<file path="config.mk">
export PLATFORM = sky130hd
export DESIGN_NAME = dmem_arbiter
export DESIGN_NICKNAME = d
export VERILOG_FILES = /design/src/rtl/dmem_arbiter_pkg.sv /design/src/rtl/dmem_arbiter_rr_pick.sv /design/src/rtl/dmem_arbiter.sv
export SDC_FILE = /design/constraint.sdc
export NUM_CORES = 1
export LEC_CHECK = 0
export ABC_AREA = 1
export CAP_MARGIN = 20
export CORE_AREA = 2 2 105 107
export CTS_BUF_LIST = sky130_fd_sc_hd__clkbuf_16
export CTS_CLUSTER_SIZE = 28
export DETAILED_ROUTE_END_ITERATION = 7
export DIE_AREA = 0 0 107 109
export HOLD_SLACK_MARGIN = 0.06
export PLACE_DENSITY = 0.66
export SYNTH_ARGS = -nofsm -noshare
export SYNTH_HDL_FRONTEND = slang
export SYNTH_SLANG_ARGS = --single-unit
export TNS_END_PERCENT = 50
</file>
<file path="constraint.sdc">
create_clock -name clk -period 1.95 [get_ports clk]
set_clock_uncertainty 0.2 [all_clocks]
set_input_delay 0.2925 -clock clk [delete_from_list [all_inputs] [get_ports clk]]
set_output_delay 0.2925 -clock clk [all_outputs]
set_load 0.005 [all_outputs]
</file>
<file path="src/rtl/dmem_arbiter_pkg.sv">
// ---------------------------------------------------------------------------
// dmem_arbiter_pkg
//   Shared types and widths for the data-memory arbiter slice.
//   - ADDR_W / DATA_W / MASK_W : word address, data and byte-enable widths
//     of the dmem macro port.
//   - arb_state_t : arbiter FSM states (free round-robin vs. locked burst).
// ---------------------------------------------------------------------------
package dmem_arbiter_pkg;

  localparam int ADDR_W = 30;
  localparam int DATA_W = 32;
  localparam int MASK_W = 4;

  localparam int ARB_ST_WIDTH = 1;

  typedef enum logic [ARB_ST_WIDTH-1:0] {
    ARB_ST_IDLE   = 1'b0,
    ARB_ST_LOCKED = 1'b1
  } arb_state_t;

endpackage

</file>
<file path="src/rtl/dmem_arbiter_rr_pick.sv">
// ---------------------------------------------------------------------------
// rr_pick
//   Purely combinational round-robin picker. Scans the request vector
//   starting at i_ptr and wrapping modulo N; the first set request wins.
//   Ports:
//     i_req  [N]      request vector
//     i_ptr  [PTR_W]  index with highest priority this cycle
//     o_gnt  [N]      one-hot winner (all zero when nobody requests)
//     o_idx  [PTR_W]  binary index of the winner (0 when nobody requests)
// ---------------------------------------------------------------------------
module rr_pick #(
  parameter int N     = 2,
  parameter int PTR_W = (N > 1) ? $clog2(N) : 1
) (
  input  logic [N-1:0]     i_req,
  input  logic [PTR_W-1:0] i_ptr,
  output logic [N-1:0]     o_gnt,
  output logic [PTR_W-1:0] o_idx
);

  logic [PTR_W:0]   sum;
  logic [PTR_W-1:0] cand;
  logic             found;

  // Walk the candidates in priority order ptr, ptr+1, ... and keep the first
  // one that is requesting. The sum is one bit wider so the modulo-N wrap
  // works for non-power-of-two N as well.
  always_comb begin
    o_gnt = '0;
    o_idx = '0;
    found = 1'b0;
    sum   = '0;
    cand  = '0;
    for (int i = 0; i < N; i++) begin
      sum = {1'b0, i_ptr} + (PTR_W+1)'(i);
      if (sum >= (PTR_W+1)'(N)) begin
        sum = sum - (PTR_W+1)'(N);
      end
      cand = sum[PTR_W-1:0];
      if (!found && i_req[cand]) begin
        found       = 1'b1;
        o_gnt[cand] = 1'b1;
        o_idx       = cand;
      end
    end
  end

endmodule

</file>
<file path="src/rtl/dmem_arbiter.sv">
// ---------------------------------------------------------------------------
// dmem_arbiter
//   Shares one single-port, word-addressed dmem between N_REQ requesters
//   (index 0 = core LSU). Round-robin arbitration, zero-latency grant, locked
//   bursts capped at LOCK_MAX beats, read data returned the cycle after the
//   granted read (dmem has 1-cycle synchronous read latency).
//   Ports:
//     clk, rst                  clock, async active-high reset
//     i_req/i_lock/i_we [N]     per-requester request, burst lock, write
//     i_addr/i_wdata/i_mask     packed per-requester address, data, bytes
//     o_gnt [N]                 one-hot beat accept (combinational)
//     o_rvalid [N]              one-hot read response valid (registered)
//     o_rdata                   read data, straight from the memory
//     o_mem_*                   memory address/data/write-enable/mask
//     i_mem_data                memory read data
// ---------------------------------------------------------------------------
module dmem_arbiter
  import dmem_arbiter_pkg::*;
#(
  parameter int N_REQ    = 2,
  parameter int LOCK_MAX = 8
) (
  input  logic                    clk,
  input  logic                    rst,
  input  logic [N_REQ-1:0]        i_req,
  input  logic [N_REQ-1:0]        i_lock,
  input  logic [N_REQ-1:0]        i_we,
  input  logic [N_REQ*ADDR_W-1:0] i_addr,
  input  logic [N_REQ*DATA_W-1:0] i_wdata,
  input  logic [N_REQ*MASK_W-1:0] i_mask,
  output logic [N_REQ-1:0]        o_gnt,
  output logic [N_REQ-1:0]        o_rvalid,
  output logic [DATA_W-1:0]       o_rdata,
  output logic [ADDR_W-1:0]       o_mem_addr,
  output logic [DATA_W-1:0]       o_mem_data,
  output logic                    o_mem_we,
  output logic [MASK_W-1:0]       o_mem_mask,
  input  logic [DATA_W-1:0]       i_mem_data
);

  localparam int PTR_W = $clog2(N_REQ);
  localparam int CNT_W = $clog2(LOCK_MAX + 1);

  arb_state_t       state;
  logic [PTR_W-1:0] ptr;
  logic [PTR_W-1:0] owner;
  logic [CNT_W-1:0] beat_cnt;

  logic             locked;
  logic             owner_beat;
  logic             lock_drop;
  logic [PTR_W-1:0] pick_ptr;
  logic [N_REQ-1:0] pick_gnt;
  logic [PTR_W-1:0] pick_idx;
  logic [N_REQ-1:0] gnt;
  logic [PTR_W-1:0] win_idx;
  logic             any_gnt;

  function automatic logic [PTR_W-1:0] next_idx(input logic [PTR_W-1:0] idx);
    if (idx == PTR_W'(N_REQ - 1)) begin
      return '0;
    end
    return idx + 1'b1;
  endfunction

  assign locked     = (state == ARB_ST_LOCKED);
  assign owner_beat = locked & i_req[owner];
  assign lock_drop  = locked & ~i_req[owner];

  // An owner that stops requesting gives up the lock at once, and the rest
  // arbitrate in the same cycle as if the burst had ended normally.
  assign pick_ptr = lock_drop ? next_idx(owner) : ptr;

  rr_pick #(
    .N     (N_REQ),
    .PTR_W (PTR_W)
  ) u_rr_pick (
    .i_req (i_req),
    .i_ptr (pick_ptr),
    .o_gnt (pick_gnt),
    .o_idx (pick_idx)
  );

  // A live burst owner bypasses the picker. Reset forces the grant low
  // combinationally so nothing reaches the memory while rst is high.
  always_comb begin
    gnt     = pick_gnt;
    win_idx = pick_idx;
    if (owner_beat) begin
      gnt        = '0;
      gnt[owner] = 1'b1;
      win_idx    = owner;
    end
    if (rst) begin
      gnt = '0;
    end
  end

  assign o_gnt   = gnt;
  assign any_gnt = |gnt;
  assign o_rdata = i_mem_data;

  // Steer the granted requester's beat onto the memory port; with no grant
  // the port is parked at zero.
  always_comb begin
    o_mem_addr = '0;
    o_mem_data = '0;
    o_mem_mask = '0;
    o_mem_we   = 1'b0;
    for (int k = 0; k < N_REQ; k++) begin
      if (gnt[k]) begin
        o_mem_addr = i_addr[k*ADDR_W +: ADDR_W];
        o_mem_data = i_wdata[k*DATA_W +: DATA_W];
        o_mem_mask = i_mask[k*MASK_W +: MASK_W];
        o_mem_we   = i_we[k];
      end
    end
  end

  // Arbitration FSM. beat_cnt holds the beats already granted in the burst,
  // so the beat that brings it to LOCK_MAX is granted and then releases.
  // The read response register sits here too: a granted read gets its
  // rvalid one cycle later, lining up with the memory's read latency.
  always_ff @(posedge clk or posedge rst) begin
    if (rst) begin
      state    <= ARB_ST_IDLE;
      ptr      <= '0;
      owner    <= '0;
      beat_cnt <= '0;
      o_rvalid <= '0;
    end else begin
      o_rvalid <= gnt & ~i_we;
      if (owner_beat) begin
        if (!i_lock[owner] || beat_cnt == CNT_W'(LOCK_MAX - 1)) begin
          state    <= ARB_ST_IDLE;
          ptr      <= next_idx(owner);
          beat_cnt <= '0;
        end else begin
          beat_cnt <= beat_cnt + 1'b1;
        end
      end else begin
        state    <= ARB_ST_IDLE;
        ptr      <= pick_ptr;
        beat_cnt <= '0;
        if (any_gnt) begin
          if (i_lock[win_idx] && LOCK_MAX > 1) begin
            state    <= ARB_ST_LOCKED;
            owner    <= win_idx;
            beat_cnt <= CNT_W'(1);
          end else begin
            ptr <= next_idx(win_idx);
          end
        end
      end
    end
  end

endmodule

</file>
Word-level counts from Yosys, hierarchy flattened

Index checks and enable logic that the tools add are counted.

Memories kept: 0
ROM bits: 0
Word-level logic and storage cells: 97
RAM bits: 0
Bits in latches: 0
Input bits: 172
Register bits after elaboration: 9
Output and inout bits: 103

Bitwise operators: 7
Divide/modulo/power cells: 0
Eq/ne operators: 2
Reduce and logical (&&, ||, !) cells: 9
Multipliers: 0
Shifts and indexed selects: 0
Multiplexer cells: 59
Magnitude comparators: 9
$add $sub $neg: 6

Operators by type and width:

| operator                                                                      | number |
|---|---|
| 32-bit two-way mux                                                            | 2 |
| 30-bit two-way mux                                                            | 2 |
| 1-bit two-way mux                                                             | 44 |
| 4-bit two-way mux                                                             | 4 |
| 1-bit by 2-bit less-than comparator with 1-bit output (second input constant) | 4 |
| 2-bit two-way mux                                                             | 4 |
| 4-bit by 1-bit adder with 4-bit output (second input constant)                | 1 |
| 4-bit by 3-bit == test with 1-bit output (second input constant)              | 1 |
| 1-bit logical AND                                                             | 4 |
| 1-bit demux with 1-bit select                                                 | 3 |
| 1-bit >= comparator (second input constant)                                   | 3 |
| 3-bit AND reduction                                                           | 1 |
| 1-bit adder (second input constant)                                           | 2 |
| 1-bit by 1-bit adder with 2-bit output (second input constant)                | 1 |
| 1-bit AND                                                                     | 2 |
| 2-bit AND                                                                     | 1 |
| 1-bit by 2-bit >= comparator with 1-bit output (second input constant)        | 1 |
| 2-bit >= comparator (second input constant)                                   | 1 |
| 1-bit zero test                                                               | 2 |
| 2-bit by 1-bit inequality test with 1-bit output (second input constant)      | 1 |
| 1-bit inverter                                                                | 2 |
| 2-bit inverter                                                                | 1 |
| 2-bit bitwise OR                                                              | 1 |
| 2-bit OR reduction                                                            | 1 |
| 2 further kinds                                                               | 3 |

Longest topological paths before layout

Gate-level depths: netlist of the first run.

Word-level depth: 23
Mapped depth: 14
Gate-level depth less buffers: 14

Modules after synthesis

From an unflattened synthesis of the first run, not the netlist that was laid out.

Cells, all modules: 331
Area total of the unflattened synthesis: 1794.2 um^2

By module, submodules not included:

| module       | area each (um^2) | seq. area each (um^2) | cells an instance | times used |
|---|---|---|---|---|
| dmem_arbiter | 1770.4           | 225.2                 | 325               | 1 |
| rr_pick      | 23.8             | 0.0                   | 6                 | 1 |

Least setup slack after synthesis of the first run

OpenSTA, ideal clock, no wires.

Path kind: flip-flop to output port
From: register owner
To: output o_mem_addr[0]
Data required time: 1.457 ns
Arrival time: 1.442 ns
Stages on the path, launching flop included: 12
Buffers on the path: 2
Path slack: 0.016 ns
Path through: dfrtp_1 inv_2 nand2_2 nand2_2 nand2_2 inv_2 nand2_4 nand4_2 inv_2 buf_6 buf_6 a22o_1

Longest elaborated chain between the ends: 18
Elaborated cells on any way between the ends: 45
Classes of those cells: add/sub (4); order compare (8); mux (24); bitwise (4); reduce/logical (5)

Ends and longest elaborated chain:

| what                                                                                                      | line                                   | source |
|---|---|---|
| start: declaration                                                                                        | dmem_arbiter.sv:46                     | `logic [PTR_W-1:0] owner;` |
| start signal: assignment                                                                                  | dmem_arbiter.sv:148                    | `owner <= win_idx;` |
| 1-bit two-way mux (implied by the code) (2 in series)                                                     | dmem_arbiter.sv:67, dmem_arbiter.sv:68 |  |
| 1-bit inverter                                                                                            | dmem_arbiter.sv:68                     | `assign lock_drop = locked & ~i_req[owner];` |
| 1-bit AND                                                                                                 | dmem_arbiter.sv:68                     |  |
| 1-bit two-way mux                                                                                         | dmem_arbiter.sv:72                     | `assign pick_ptr = lock_drop ? next_idx(owner) : ptr;` |
| 1-bit by 1-bit adder with 2-bit output, or another cell as far along                                      | dmem_arbiter_rr_pick.sv:35             | `sum = {1'b0, i_ptr} + (PTR_W+1)'(i);` |
| 2-bit >= comparator, or another cell as far along                                                         | dmem_arbiter_rr_pick.sv:36             | `if (sum >= (PTR_W+1)'(N)) begin` |
| 1-bit two-way mux, or another cell as far along                                                           | dmem_arbiter_rr_pick.sv:36             |  |
| 1-bit by 2-bit less-than comparator with 1-bit output (implied by the code), or another cell as far along | dmem_arbiter_rr_pick.sv:42             | `o_gnt[cand] = 1'b1;` |
| 1-bit logical AND (implied by the code) / 1-bit two-way mux (equally long branches)                       | dmem_arbiter_rr_pick.sv:42             |  |
| 1-bit two-way mux (implied by the code) / 1-bit demux with 1-bit select (equally long branches)           | n/a                                    |  |
| 1-bit demux with 1-bit select / 2-bit two-way mux (equally long branches)                                 | n/a                                    |  |
| 2-bit bitwise OR (no line)                                                                                | n/a                                    |  |
| 2-bit two-way mux                                                                                         | dmem_arbiter_rr_pick.sv:40             | `if (!found && i_req[cand]) begin` |
| 2-bit two-way mux *                                                                                       | dmem_arbiter.sv:89                     | `if (owner_beat) begin` |
| 2-bit two-way mux *                                                                                       | dmem_arbiter.sv:94                     | `if (rst) begin` |
| 30-bit two-way mux                                                                                        | dmem_arbiter.sv:111                    | `if (gnt[k]) begin` |
| 30-bit two-way mux *                                                                                      | dmem_arbiter.sv:111                    |  |
| end: declaration                                                                                          | dmem_arbiter.sv:34                     | `output logic [ADDR_W-1:0] o_mem_addr,` |

Every way passes the cells marked *; elsewhere a longest branch is shown, timed or not. The select of a mux whose other input is x is not followed.

Final worst setup path of the first run

From: register owner
To: output o_mem_addr[9]

The elaborated chain is that of the path after synthesis.

==> impl_metrics.yaml, run 1 <==
grt:
  grt_max_degree: 19
  grt-ovfl-total: 0
  grt_pass1_wl_um: 12700
  antenna_found_initial: 0
  grt_usage_pct: 14.0
  grt_pass1_vias: 2334
layout:
  diodes: 0
  fin_nets: 578
  stdcell_count: 544
  area_growth_pct: 162
  final_layout_size_suffix_gt1_share_pct: 36.4
placement:
  place_inst: 506
  hpwl_um: 6440
  gp_congestion: 0.755
  port_buffers: 210
worst_setup_path:
  path_cells: "inv_2 > nand2_2 > nand2_4 > a21oi_4 > nand2_2 > nand2_4 > nand2_4 > inv_8 > buf_12 > buf_6 > buf_6 > a22o_1 > buf_2"
  critPathTopFamily: "buffers and inverters"
  cpPeakStageDelay_ns: 0.39
  critPathMostFrequentCell: "nand2_4"
  cp-end-kind: "output port"
  required_ns: 1.46
  crit_arrival_ns: 1.93
  cp-start-kind: "flop"
  path_class: "reg -> out"
  crit_buf_inv: 6
  cp_max_fo: 7
  slowest_stage: "dfrtp_1"
yosys:
  ys.warnings.count: 0
  synthesis.nets: 359
  synthArstFlopShare_pct: 100
  synth-edff-count: 0
  ys_top_cells_by_count: "a22o_1 (65), buf_4 (32), nand2_1 (22)"
  avgSynthCellArea_um2: 7.90
  ys_types: 22
  synth_top_cell_by_area: "a22o_1"
  synth_cells: 186
  yosys.area.top_type_share_pct: 38.7
  synth_area_mm2: 0.00147
  synthTopCellsByArea: "a22o_1 (39%), buf_4 (16%), dfrtp_1 (15%), nand2_1 (5.6%), buf_6 (4.6%)"
  ys_ff_latch: 9
  synth.most_common_cell: "a22o_1"
  ys_seq_area_share_pct: 15.3
  ys.flop_type: "dfrtp_1"
die:
  die-area_mm2: 0.0117
  start_util_pct: 13.9
  top_level_ports: 275
  rows: 38
  core_area_mm2: 0.0106
  fp.dieH_um: 109
  die_x_um: 107
sta:
  setup_viol: 71
  grt_setup_unrepaired: "true"
  period_needed_ns: 2.43
  worst_slack_ns: -0.476
  finalMaxSlewViolations: 0
  tightest_slew_ns: 0.228
  timing.hold.ws_ns: 0.294
  report.final.hold_viol_count: 0
  min_period_over_period_pct: 124
  slew_headroom_pct: 84.6
  fmax_mhz: 412
detailed_routing:
  vias: 2326
  dr.pass1.iters: 4
  postRouteAntennaNets: 0
  wl_um: 9220
  vias_per_cell: 4.28
  drc_errors: 0
  drt_iter0_drc: 77
  wl_per_cell_um: 16.9
job:
  maxCapViolations: 0
power:
  irDropWorstVdd_mv: 0.507
  powerDensity_mw_per_mm2: 692
  p_seq_share_pct: 10.3
  combPwrFrac_pct: 76.5
  clkPwrFrac_pct: 13.2
  internal_power_mw: 1.72
  p_sw_mw: 0.952
  p_leak_nw: 1.82
  p_sw_share_pct: 35.7
status:
  status: "complete, but fails checks"
  failed_checks: "setup timing"
min_path:
  hold_class: "reg -> reg"
clock_network:
  htree_levels: 1
  cts_root_buf: "clkbuf_16"
  numCtsBuffers: 3
  cts.sinks: 9
  insertion_delay_ns: 0.23
  cts_buffer_depth: 2
  cts_tree: "done"
  path_clk_slew_ns: 0.04
-- cell type report --
class / instances / area [um2]
Clock buffer: 3 / 75.1
Clock inverter: 1 / 3.75
Fill cell: 1105 / 6750
Inverter: 12 / 57.6
Multi-Input combinational cell: 119 / 920
Sequential cell: 9 / 226
Tap cell: 140 / 175
Timing Repair Buffer: 260 / 2400
-- through the flow --
stage                     total power [mW]  instance area, um2  setup slack (ns)  util [%]  TNS [ns]
after floorplan                       1.01                1470            0.0155         -         0
after global placement                2.01                3570            -0.808      33.7    -52.58
after detailed placement              2.03                3570            -0.856      33.7    -55.60
after CTS                             2.68                3960            -0.545      37.3    -30.37
after global routing                  2.85                3850            -0.587      36.4    -35.01
final                                 2.67                3850            -0.476      36.4    -27.55
-- cells by family (layout without fill, tap and decap cells) --
kind of cell	Yosys count	count (layout)	synth area share (%)
AND/OR/NAND/NOR	43	43	14.0
XOR/XNOR	2	2	1.19
flip-flops	9	9	15.3
adder cells (fa/ha/maj)	1	1	0.851
buffers and inverters	58	276	26.9
AO/OA/AOI/OAI	73	73	41.7
-- sequential cells by signal, summed over array words and instances, names as in the netlist --
| register | cells |
|---|---|
| ptr | 1 |
| locked | 1 |
| beat_cnt | 4 |
| o_rvalid | 2 |
| owner | 1 |
-- metal layers --
layer | track usage (%) | share of wire, % | vias up
met5 | 0 | 0 | -
met4 | 1.30 | 0.54 | 0
met3 | 3.65 | 8.6 | 8
met2 | 25.7 | 50 | 127
met1 | 16.9 | 41 | 1101
li1 | - | - | 1090
-- cells in the final DEF, fill, tap and decap left out, drive strengths merged --
cell | Yosys | layout
nor2 | 7 | 7
inv | 12 | 12
buf | 46 | 82
nand3 | 4 | 4
clkinv | 0 | 1
nand4 | 3 | 3
nor3 | 1 | 1
clkdlybuf4s50 | 0 | 139
dfrtp | 9 | 9
xor2 | 1 | 1
clkbuf | 0 | 39
a22o | 65 | 65
a21oi | 4 | 4
dlygate4sd2 | 0 | 2
o21ai | 4 | 4
ha | 1 | 1
nand2 | 28 | 28
xnor2 | 1 | 1
bufbuf | 0 | 1
-- what timing repair did --
action                                  4_1_cts  5_1_grt
endpoints found under the setup margin       71       73
setup buffers                                24       11
gates cloned                                  7        0
pin swaps                                     2       16
hold buffers                                  0        0
gates resized for setup                     221       78
-- path summary, 6_finish.rpt --
check | endpoint | startpoint | cells past startpoint | slack, ns
hold reg to reg | beat_cnt[0] | beat_cnt[0] | 1 | 0.29
min in group asynchronous | beat_cnt[2] | rst | 3 | 0.34
setup / recovery | o_mem_addr[9] | owner | 13 | -0.48
hold / removal | beat_cnt[0] | beat_cnt[0] | 1 | 0.29
max in group asynchronous | locked | rst | 3 | 1.06
setup reg to reg | owner | owner | 13 | -0.05
-- power by group through the flow --
stage | sequential (mW) | combinational (mW) | clock [mW]
3_5_place_dp | 0.268 | 1.76 | 0
5_1_grt | 0.279 | 2.20 | 0.372
4_1_cts | 0.266 | 2.05 | 0.359
6_report | 0.275 | 2.04 | 0.352
2_1_floorplan | 0.262 | 0.751 | 0
3_3_place_gp | 0.265 | 1.74 | 0
No activity file was read; power rests on OpenSTA's default activity.
==> run 2, diff against run 1 <==
Settings changed: SLEW_MARGIN from default to 20.
==> results of run 2 <==
Final layout, timing and power as in run 1 (identical DEF).
==> run 3, diff against run 2 <==
Settings changed: RECOVER_POWER from default to 100.
==> run 3 against run 2 <==
  * Core utilization unchanged
  * Highest routed layer unchanged
  * Largest power group unchanged
  * Critical endpoint unchanged
  * Routed wire length stayed put
  * Global-route usage is the same
  * Fmax unchanged
  * Combinational power barely moved
  * Clock power about the same
  * Sequential power about the same
  * The run still ends with setup timing left
==> impl_metrics.yaml, run 3 (same netlist as run 1, synthesis figures left out) <==
power:
  irDropWorstVdd_mv: 0.507
  p_leak_nw: 1.82
  powerDensity_mw_per_mm2: 692
grt:
  grt_usage_pct: 14.0
  grt-ovfl-total: 0
  antenna_found_initial: 0
  grt_pass1_vias: 2334
  grt_max_degree: 19
  grt_pass1_wl_um: 12700
worst_setup_path:
  cp-end-kind: "output port"
  r2r_cells: 13
  rrSetupSlack_ns: -0.05
  crit_buf_inv: 6
  slowest_stage: "dfrtp_1"
  cpPeakStageDelay_ns: 0.39
  path_cells: "inv_2 > nand2_2 > nand2_4 > a21oi_4 > nand2_2 > nand2_4 > nand2_4 > inv_8 > buf_12 > buf_6 > buf_6 > a22o_1 > buf_2"
  cp-start-kind: "flop"
  crit_arrival_ns: 1.93
  cp.depth: 13
  required_ns: 1.46
  path_class: "reg -> out"
  cp_max_fo: 7
  critPathTopFamily: "buffers and inverters"
  critPathMostFrequentCell: "nand2_4"
detailed_routing:
  vias_per_cell: 4.28
  postRouteAntennaNets: 0
  drc_errors: 0
  dr.pass1.iters: 4
  wl_per_cell_um: 16.9
  wl_um: 9220
  drt_iter0_drc: 77
  vias: 2326
clock_network:
  cts_root_buf: "clkbuf_16"
  cts_tree: "done"
  hold_buffers: 0
  path_clk_slew_ns: 0.04
  cts.sinks: 9
  numCtsBuffers: 3
  htree_levels: 1
  cts_buffer_depth: 2
  insertion_delay_ns: 0.23
layout:
  post-route-util_pct: 36.4
  final_cell_mix: "clkdlybuf4s50_1 (136), a22o_1 (65), clkbuf_2 (36), buf_2 (32), buf_4 (22)"
  largest_register_ffs: 4
  layout_commonest_cell: "clkdlybuf4s50_1"
  final_layout_size_suffix_gt1_share_pct: 36.4
  top_regs: "beat_cnt (4), o_rvalid (2)"
  diodes: 0
  area_growth_pct: 162
  fill_cells: 1105
  fin_nets: 578
  largest_register: "beat_cnt"
sta:
  fmax_mhz: 412
  report.final.hold_viol_count: 0
  period_needed_ns: 2.43
  tns_ns: -27.55
  grt_setup_unrepaired: "true"
  finalMaxSlewViolations: 0
  tightest_slew_ns: 0.228
  slew_headroom_pct: 84.6
  min_period_over_period_pct: 124
  timing.hold.ws_ns: 0.294
  setup_viol: 71
  worst_slack_ns: -0.476
placement:
  hpwl_um: 6440
  place_ws_ns: -0.856
  gp_congestion: 0.755
  port_buffers: 210
min_path:
  hold_class: "reg -> reg"
  hold_path_depth: 1
status:
  failed_checks: "setup timing"
  status: "complete, but fails checks"
die:
  start_util_pct: 13.9
  die-area_mm2: 0.0117
  top_level_ports: 275
  core_area_mm2: 0.0106
  fp.dieH_um: 109
  rows: 38
  die_x_um: 107
job:
  maxCapViolations: 0
[run 3: metrics by stage]
step,area (um2),total power [mW],cells
4_1_cts,3960,2.68,540
2_1_floorplan,1470,1.01,186
3_3_place_gp,3570,2.01,506
3_5_place_dp,3570,2.03,506
6_report,3850,2.67,544
5_1_grt,3850,2.85,544
[run 3: cell type report]
cell class                 instances  area [um2]  area share, %
sequential                         9         226           5.87
timing repair buffer             260        2400           62.2
clock buffer                       3        75.1           1.95
multi-input combinational        119         920           23.9
clock inverter                     1        3.75         0.0974
inverter                          12        57.6           1.49
tap                              140         175           4.54
[run 3: metal layers]
layer,part of all wire [%],GRT usage [%]
met1,41,16.9
met2,50,25.7
met3,8.6,3.65
met4,0.54,1.30
met5,0,0
[run 3: what timing repair did]
action	CTS	global route
gates resized for setup	221	78
cloned	7	0
pin swaps	2	16
setup endpoints to repair	71	73
buffers inserted	24	11
[run 3: power by group]
part	switching, mW	internal (mW)	leakage, nW
Sequential	0.0436	0.232	0.118
Clock	0.0847	0.267	0.0423
Combinational	0.824	1.22	1.66
Total	0.952	1.72	1.82
[run 3: final timing paths]
| kind | start | to |
|---|---|---|
| max in group asynchronous | rst | locked |
| worst max register to register | owner | owner |
| worst min register to register | beat_cnt[0] | beat_cnt[0] |
| min in group asynchronous | rst | beat_cnt[2] |
| worst max-delay path | owner | o_mem_addr[9] |
| worst min-delay path | beat_cnt[0] | beat_cnt[0] |
[run 3: worst register-to-register path, delay by kind of cell, from the launching register on]
| family | cells | cell delay (ns) |
|---|---|---|
| compound gates | 2 | 0.24 |
| buf+inv | 3 | 0.35 |
| flops | 1 | 0.37 |
| simple gates | 8 | 0.71 |
